<file path="src/rtl/hw_frame_acc.sv">
// hw_frame_acc: collects FRAME_LEN Hamming weights per frame and hands off
// their saturating sum, maximum and minimum over a valid/ready interface.
// A held result blocks input until the consumer takes it (one bubble per frame).
module hw_frame_acc #(
  parameter int WT_W      = 5,
  parameter int FRAME_LEN = 4,
  parameter int SUM_W     = 16
) (
  input  logic             clk,
  input  logic             rst,
  input  logic             in_valid,
  output logic             in_ready,
  input  logic [WT_W-1:0]  in_wt,
  input  logic             abort,
  output logic             out_valid,
  input  logic             out_ready,
  output logic [SUM_W-1:0] out_sum,
  output logic [WT_W-1:0]  out_max,
  output logic [WT_W-1:0]  out_min,
  output logic             out_sat
);

  typedef enum logic {ACC = 1'b0, DONE = 1'b1} state_t;

  localparam logic [15:0] LAST_IDX = 16'(FRAME_LEN - 1);

  state_t            r_state;
  logic [15:0]       r_cnt;
  logic [SUM_W-1:0]  r_acc_sum;
  logic [WT_W-1:0]   r_acc_max;
  logic [WT_W-1:0]   r_acc_min;
  logic              r_acc_sat;

  logic              w_accept;
  logic [SUM_W:0]    w_sum_ext;
  logic [SUM_W-1:0]  w_sum_next;
  logic              w_sat_next;
  logic [WT_W-1:0]   w_max_next;
  logic [WT_W-1:0]   w_min_next;

  // The running sum never exceeds 2^SUM_W-1 and a weight fits in SUM_W bits,
  // so an overflow can only ever show up in the extra top bit.
  function automatic logic [SUM_W-1:0] sat_clamp(input logic [SUM_W:0] v);
    return v[SUM_W] ? {SUM_W{1'b1}} : v[SUM_W-1:0];
  endfunction

  assign in_ready   = (r_state == ACC);
  assign w_accept   = in_valid & in_ready & ~abort;

  assign w_sum_ext  = {1'b0, r_acc_sum} + {{(SUM_W + 1 - WT_W){1'b0}}, in_wt};
  assign w_sum_next = sat_clamp(w_sum_ext);
  assign w_sat_next = r_acc_sat | w_sum_ext[SUM_W];
  assign w_max_next = (in_wt > r_acc_max) ? in_wt : r_acc_max;
  assign w_min_next = (in_wt < r_acc_min) ? in_wt : r_acc_min;

  // Frame FSM: accumulate in ACC, hold the registered result in DONE until handshake.
  always_ff @(posedge clk) begin
    if (rst) begin
      r_state   <= ACC;
      r_cnt     <= '0;
      r_acc_sum <= '0;
      r_acc_max <= '0;
      r_acc_min <= '1;
      r_acc_sat <= 1'b0;
      out_valid <= 1'b0;
      out_sum   <= '0;
      out_max   <= '0;
      out_min   <= '0;
      out_sat   <= 1'b0;
    end else begin
      case (r_state)
        ACC: begin
          if (abort) begin
            r_cnt     <= '0;
            r_acc_sum <= '0;
            r_acc_max <= '0;
            r_acc_min <= '1;
            r_acc_sat <= 1'b0;
          end else if (w_accept) begin
            if (r_cnt == LAST_IDX) begin
              // Last word of the frame: publish including this word, rearm accumulators.
              out_sum   <= w_sum_next;
              out_max   <= w_max_next;
              out_min   <= w_min_next;
              out_sat   <= w_sat_next;
              out_valid <= 1'b1;
              r_state   <= DONE;
              r_cnt     <= '0;
              r_acc_sum <= '0;
              r_acc_max <= '0;
              r_acc_min <= '1;
              r_acc_sat <= 1'b0;
            end else begin
              r_cnt     <= r_cnt + 16'd1;
              r_acc_sum <= w_sum_next;
              r_acc_max <= w_max_next;
              r_acc_min <= w_min_next;
              r_acc_sat <= w_sat_next;
            end
          end
        end
        DONE: begin
          // abort is deliberately ignored here so a finished result is never lost.
          if (out_valid && out_ready) begin
            out_valid <= 1'b0;
            r_state   <= ACC;
          end
        end
        default: r_state <= ACC;
      endcase
    end
  end

endmodule

</file>
<file path="config.mk">
export PLATFORM = sky130hd
export DESIGN_NAME = hw_frame_acc
export DESIGN_NICKNAME = d
export VERILOG_FILES = /design/src/rtl/hw_frame_acc.sv
export SDC_FILE = /design/constraint.sdc
export NUM_CORES = 1
export LEC_CHECK = 0
export CORE_ASPECT_RATIO = 0.9
export CORE_MARGIN = 2
export CORE_UTILIZATION = 61
export DETAILED_ROUTE_END_ITERATION = 6
export GPL_ROUTABILITY_DRIVEN = 0
export PLACE_DENSITY = 0.85
export SYNTH_ARGS = -nofsm -noshare
export SYNTH_HDL_FRONTEND = slang
export SYNTH_SLANG_ARGS = --single-unit
export TNS_END_PERCENT = 30
</file>
<file path="constraint.sdc">
create_clock -name clk -period 4.8 [get_ports clk]
set_input_delay 0.96 -clock clk [delete_from_list [all_inputs] [get_ports clk]]
set_output_delay 0.96 -clock clk [all_outputs]
set_load 0.01 [all_outputs]
</file>
Yosys cells after proc, flatten, opt, wreduce, memory -nomap -nowiden
Index checks and enable logic that the tools add are counted.
{"block": "classes", "n_lt_le_gt_ge": 2, "n_div": 0, "bitwise_logic": 5, "mux": 28, "n_eq_ne": 5, "multipliers": 0, "n_reduce_logical": 5, "shifts": 0, "add_sub_neg": 2}
{"op": "16-bit 2-to-1 mux", "count": 7}
{"op": "5-bit 2-to-1 mux", "count": 8}
{"op": "16-bit by 5-bit adder with 17-bit output", "count": 1}
{"op": "16-bit by 1-bit adder with 16-bit output, second input constant", "count": 1}
{"op": "16-bit by 2-bit equality test with 1-bit output, second input constant", "count": 1}
{"op": "1-bit 2-to-1 mux", "count": 11}
{"op": "4-bit AND reduction", "count": 2}
{"op": "2-bit by 1-bit != test with 1-bit output, second input constant", "count": 3}
{"op": "5-bit > comparator", "count": 1}
{"op": "5-bit less-than comparator", "count": 1}
{"op": "1-bit one-hot mux with 2 select lines", "count": 2}
{"op": "1-bit bitwise AND", "count": 2}
{"op": "2-bit != test, second input constant", "count": 1}
{"op": "1-bit inverter", "count": 2}
{"op": "2-bit AND reduction", "count": 1}
{"op": "2-bit nonzero test", "count": 1}
{"op": "1-bit logical AND", "count": 1}
{"op": "1-bit OR", "count": 1}
{"block": "word_totals", "memories": 0, "elab_cells": 58, "latch_bits": 0, "rom_bits": 0, "ff_bits": 72, "mem_bits_rw": 0}

Logic depth before layout (Yosys ltp)
{"block": "logic_depth", "depth_word": 6, "depth_mapped": 8, "depth_no_buf": 7}

Worst setup path before layout
Ideal clock, no wire load.
{"block": "synth_timing", "kind": "input to register", "from": "input port in_wt[0]", "to": "register out_sum[13]", "setup_ps": 116, "path_slack_ps": 1945, "stages": 7, "t_arrival_ps": 2739, "required_time_ps": 4684, "cell_sequence": "ha_1 -> fa_1 -> a21o_1 -> a31oi_1 -> nor3_1 -> or4_1 -> o211a_1"}
{"block": "synth_via", "elab_chain_len": 2}
{"item": "start, declared", "line_no": "13", "source": "input logic [WT_W-1:0] in_wt,"}
{"item": "16-bit by 5-bit adder with 17-bit output", "line_no": "50", "source": "assign w_sum_ext = {1'b0, r_acc_sum} + {{(SUM_W + 1 - WT_W){1'b0}}, in_wt};"}
{"item": "16-bit 2-to-1 mux", "line_no": "44", "source": "return v[SUM_W] ? {SUM_W{1'b1}} : v[SUM_W-1:0];"}
{"item": "end signal, assigned", "line_no": "82", "source": "out_sum <= w_sum_next;"}
{"item": "end, declared", "line_no": "17", "source": "output logic [SUM_W-1:0] out_sum,"}
Every way passes these cells.
A chain may end at the register's enable or synchronous reset.

Worst setup path after layout
{"block": "layout_timing", "from": "input port in_wt[0]", "to": "register out_sum[15]"}
Same word-level chain as after synthesis.

==> results.yml <==
die:
  start_util_pct: 63.8
  die_h_um: 77.6
  io_pins: 39
  die_w_um: 85.8
  placementRows: 26
  die_area_sq_um: 6660
  coreArea_sq_um: 5760
sta:
  finalCriticalPeriod_ns: 3.65
  tightest_slew_ns: 1.17
  setup_viol: 0
  tns_ns: 0
  final_max_slew_viol_count: 0
  skew_ns: 0.00610
  rsz0062_at_grt: "no"
  relSlewSlack_pct: 21.4
  post-route-period-util_pct: 76.1
  fmax_ghz: 0.274
  hold_viol_final: 0
  fin_ws_ns: 1.15
layout:
  final_common_cell: "dfxtp_1"
  num-nets-final: 489
  antenna_cells: 0
  drive_above_1_share_pct: 6.87
  layout_common_cells: "dfxtp_1 (72), nor2_1 (41), clkdlybuf4s50_1 (37)"
  synthToLayoutAreaGrowth_pct: 15.3
clock_network:
  cts_inserted_buffers: 9
  cts_max_path_buffers: 2
  clk_pin_slew_ns: 0.07
  cts_tree: "yes"
  htree_levels: 3
  clock_sinks: 72
  cts_hold_buffers: 0
  post-cts-setup-buffers: 0
  cts_root_buf: "clkbuf_8"
  cts_resized: 0
  insertion_delay_ns: 0.35
logic_synthesis:
  synth_area_leader_cell: "dfxtp_1"
  synth_seq_cells: 72
  synth_cells: 432
  synth_compound_area_share_pct: 26.5
  syn_area_sq_um: 3680
  synth.top_cell.area_share_pct: 39.2
  synthAdderAreaFrac_pct: 5.65
  postSynth.asyncResetShare_pct: 0
  yosysWarnings: 0
  synthesis.nets: 458
  ys_types: 54
  syn_area_per_cell_sq_um: 8.51
  synth_ff_type: "dfxtp_1"
  synth.area.mux_share_pct: 2.45
  synth_top_family_by_area: "compound AO/OA/AOI/OAI gates"
  synthTopCellsByArea: "dfxtp_1 (39%), ha_1 (5.1%), a211oi_1 (4.5%)"
  synth_xor_area_share_pct: 1.67
  ys_seq_area_share_pct: 39.2
  yosys.area_share.simple_pct: 19.8
  synth_edf_count: 0
setup_path:
  crit_path_start_kind: "input port"
  required_ns: 5.06
  critPathKind: "in2reg"
  cp_slowest_cell: "nor3_1"
  crit_buf_inv: 2
  end_kind: "flop"
  cp_top_family: "simple AND/OR/NAND/NOR gates"
  crit_chain: "clkdlybuf4s50_1 -> ha_1 -> fa_1 -> a21o_1 -> a31oi_1 -> buf_4 -> nor3_1 -> nor2_2 -> a311oi_1"
  crit_fanout: 13
  arrival_ns: 3.91
  cp_slowest_stage_delay_ns: 0.90
drt:
  wl_per_cell_um: 17.3
  dr.first_iter.drc_count: 386
  wl_um: 9280
  ant_nets: 0
  drc: 3
  drt-vias-per-instance: 6.52
  dr_total_vias: 3494
  drtPass1Iterations: 7
global_routing:
  grt_pass1_vias: 3291
  grt_antenna_before_repair: 0
  grt_max_degree: 33
  overflow: 0
  grt_usage_pct: 30.4
  grt_pass1_wl_um: 16000
power:
  p_int_w: 0.000835
  p_seq_share_pct: 53.9
  netSwitchingFraction_pct: 25.9
  power_density_nw_per_um2: 266
  ir_worst_vdd_mv: 0.235
  clock_power_share_pct: 36.5
  switching_power_w: 0.000292
  p_comb_share_pct: 9.7
  p_leak_nw: 1.45
run_status:
  failed_checks: "DRC"
  status: "finished, violations left"
flow_run:
  cap_viol_max_count: 0
placed_design:
  portBuffers: 38
  hpwl_um: 6390
  pre_cts_ws_ns: 0.864
min_path:
  worstHoldPathType: "reg2reg"
-- cells by family after synthesis --
family	count (synthesis)
flops	72
compound gates	139
simple gates	149
xor+xnor	7
fa+ha+maj	16
mux	9
buf+inv	40
-- worst min-delay path, stage by stage (launching register included) --
cell and delay [ns]:
dfxtp_1 0.31, nand2_1 0.05, a21oi_1 0.05
-- sequential cells by signal (all words and copies together), names as in the netlist --
name       cells
out_sum       16
r_acc_sum     16
r_cnt         16
out_max        5
out_min        5
r_acc_max      5
r_acc_min      5
out_sat        1
out_valid      1
r_acc_sat      1
r_state        1
-- routing by layer --
metal | GRT usage (%) | wire length [um] | vias up
li1 | - | - | 1685
met1 | 42.5 | 4280 | 1650
met2 | 46.3 | 4230 | 142
met3 | 7.45 | 640 | 17
met4 | 9.68 | 131 | 0
met5 | 0 | 0 | -
-- synth_stat cells (4+ instances only) --
cell       instances
a211oi_1          22
nand2_1           35
a21o_1             4
nand3_1            6
nor2_1            42
dfxtp_1           72
nor4_1             4
and2_1             4
a311oi_1          17
a32o_1             7
o2bb2ai_1          4
xnor2_1            4
clkbuf_1          19
or3_1              4
and3_1             6
nor3_1            28
a21oi_1           29
o21ai_0           26
o32a_1             4
nand4_1            6
inv_1             15
ha_1              15
mux2i_1            9
-- worst paths after layout --
kind / slack (ns) / cells after the start / to / start
setup / recovery: 1.15 / 9 / out_sum[15] / in_wt[0]
hold reg to reg: 0.46 / 2 / r_acc_sum[0] / r_acc_sum[0]
hold / removal: 0.46 / 2 / r_acc_sum[0] / r_acc_sum[0]
setup reg to reg: 2.02 / 5 / out_sum[15] / r_acc_sum[8]
-- area by class of cell --
cell class | instances | area (sq um)
Multi-Input combinational cell | 320 | 2060
Fill cell | 430 | 1520
Sequential cell | 72 | 1440
Timing Repair Buffer | 45 | 428
Clock buffer | 10 | 138
Tap cell | 70 | 87.6
Inverter | 15 | 56.3
Clock inverter | 4 | 22.5
-- power groups by stage --
stage               logic (W)  registers (W)  clock network (W)
CTS                  0.000106       0.000607           0.000413
global route         0.000120       0.000607           0.000441
global placement     0.000102       0.000620                  0
detailed placement   0.000105       0.000621                  0
floorplan           0.0000698       0.000620                  0
finish               0.000109       0.000607           0.000411
-- through the flow --
step / instances / util, % / hold WS (ns) / power [W] / cell area (sq um)
detailed placement: 522 / 70.8 / 0.452 / 0.000726 / 4080
global route: 536 / 73.6 / 0.487 / 0.00117 / 4240
finish: 536 / 73.6 / 0.462 / 0.00113 / 4240
global placement: 522 / 70.8 / 0.452 / 0.000722 / 4080
CTS: 536 / 73.6 / 0.462 / 0.00113 / 4240
floorplan: 432 / - / 0.436 / 0.000689 / 3680
Power figures use the tool's default switching activity.
==> variant: new RTL, same settings <==
`WT_W`: 5 -> 7.
--- a/src/rtl/hw_frame_acc.sv
+++ b/src/rtl/hw_frame_acc.sv
@@ -4,3 +4,3 @@
 module hw_frame_acc #(
-  parameter int WT_W      = 5,
+  parameter int WT_W      = 7,
   parameter int FRAME_LEN = 4,
Ports: changed (resized in_wt, out_max and out_min); port bits go from 39 to 45. The function was not compared with the original's and may differ.
==> variant against the original RTL <==
Register-to-register slack got worse by 0.07 ns; count of clock-buffer cells in the layout is 2 higher; non-clock buffer count increased by 2; final cell count increased by 14%; worst hold slack lost 0.0020 ns; wire length grew 9.5%; sequential share of layout area decreased by 0.69 points; setup slack lost 0.081 ns; sequential cell count up 8; synthesized area increased by 12%; clock skew about the same; cell area is 13% higher; total power increased by 22%; synthesized cell count is 11% higher.
==> variant: results (changes against the original RTL) <==
Route
  – DR vias/cell: 6.273 (-3.8%)
  – Via count: 3,833 (+9.7%)
  – First DRT Iteration DRCs: 254 (-34%)
  – Detailed Route WL: 10.16 mm (+9.5%)
  – Detailed Routing Iterations Pass 1: 4 (-3)

Finish
  – Clock buffers: 12 (+2)
  – Multi-input combinational area share: 49.02% (+0.31 points)
  – Filler cell count: 501 (+17%)
  – Clock tree cell share of total cell area: 4.296% (+0.52 points)
  – Buffering overhead: 9.529% (-0.57 points)
  – Multi-input comb cells: 359 (+12%)
  – Share of post-route cells with drive strength above 1: 7.102% (+0.23 points)
  – Multi-input logic area: 2356 sq um (+14%)
  – Sequential cell area: 1602 sq um (+11%)
  – Bufs w/o clock: 47 (+4.4%)
  – Non-clock inverter count: 19 (+4)
  – Layout net count: 550 (+12%)
  – Post-layout util: 73.36% (-0.24 points)

Worst setup path
  – Top fanout value on the critical path: 11 (-2)
  – Worst path arrival time: 3.99 ns (+0.08 ns)
  – CP max-delay cell: o221ai_1
  – Worst path max stage delay: 0.75 ns (-0.15 ns)
  – Family with the most delay on the worst path: compound AO/OA/AOI/OAI gates

Timing
  – Clk_skew: 0.006060 ns (-0.00004227 ns)
  – Slew margin rel.: 32.18% (+11 points)

Global routing
  – Largest net degree at the start of global routing: 48 (+45%)
  – Global-route wire length before repair: 16.51 mm (+3.0%)
  – Vias in the first global route: 3,451 (+4.9%)
  – GRT Total Usage: 28.10% (-2.3 points)

Placed design
  – Placed insts: 595 (+14%)
  – Port-buffer cells: 44 (+16%)
  – DP Worst Slack: 0.7909 ns (-0.07266 ns)
  – DP Area: 4599 sq um (+13%)
  – Hpwl dp: 6.992 mm (+9.3%)

Synth
  – Seq/Total Area, Yosys: 38.81% (-0.40 points)
  – YS warnings: 0 (unchanged)
  – Syn Nets: 515 (+12%)
  – Commonest cells post-synth: dfxtp_1, nor2_1, a21oi_1
  – Synth area leaders: dfxtp_1, ha_1, a21oi_1
  – Syn avg cell area: 8.579 sq um (+0.82%)

Power
  – Clk pwr share: 37.3% (+0.8 points)
  – Comb pwr: 174 uW (+60%)
  – Sw frac: 26.18% (+0.25 points)
  – LEAKAGE: 1.721 nW (+19%)
  – Peak VDD IR: 0.0002364 V (+0.72%)
  – Switch Pwr: 359.4 uW (+23%)

Status
  – Status: completed
==> variant: final timing paths <==
| kind | from | end | slack [ns] | cells past startpoint |
|---|---|---|---|---|
| worst max-delay path | in_wt[0] | r_acc_sum[13] | 1.07 | 8 |
| worst min-delay path | out_sum[10] | out_sum[10] | 0.46 | 2 |
| worst max register to register | r_acc_sum[0] | r_acc_sum[13] | 1.95 | 7 |
| worst min register to register | out_sum[10] | out_sum[10] | 0.46 | 2 |
==> variant: logic make-up after synthesis <==
kind of cell / after synthesis / share of synthesized area, %
multiplexers: 16 / 3.911
AO/OA/AOI/OAI: 148 / 24.23
AND/OR/NAND/NOR: 164 / 20.01
adder cells (fa/ha/maj): 22 / 6.853
buffers and inverters: 42 / 4.276
XOR/XNOR: 9 / 1.910
flip-flops: 80 / 38.81
==> variant: layer usage <==
layer  share of wire [%]  wire, um  track usage, %
met5                   0         0               0
met4                 2.2       227           11.54
met3                 7.6       770           6.422
met2                  45      4584           44.93
met1                  45      4581           37.17
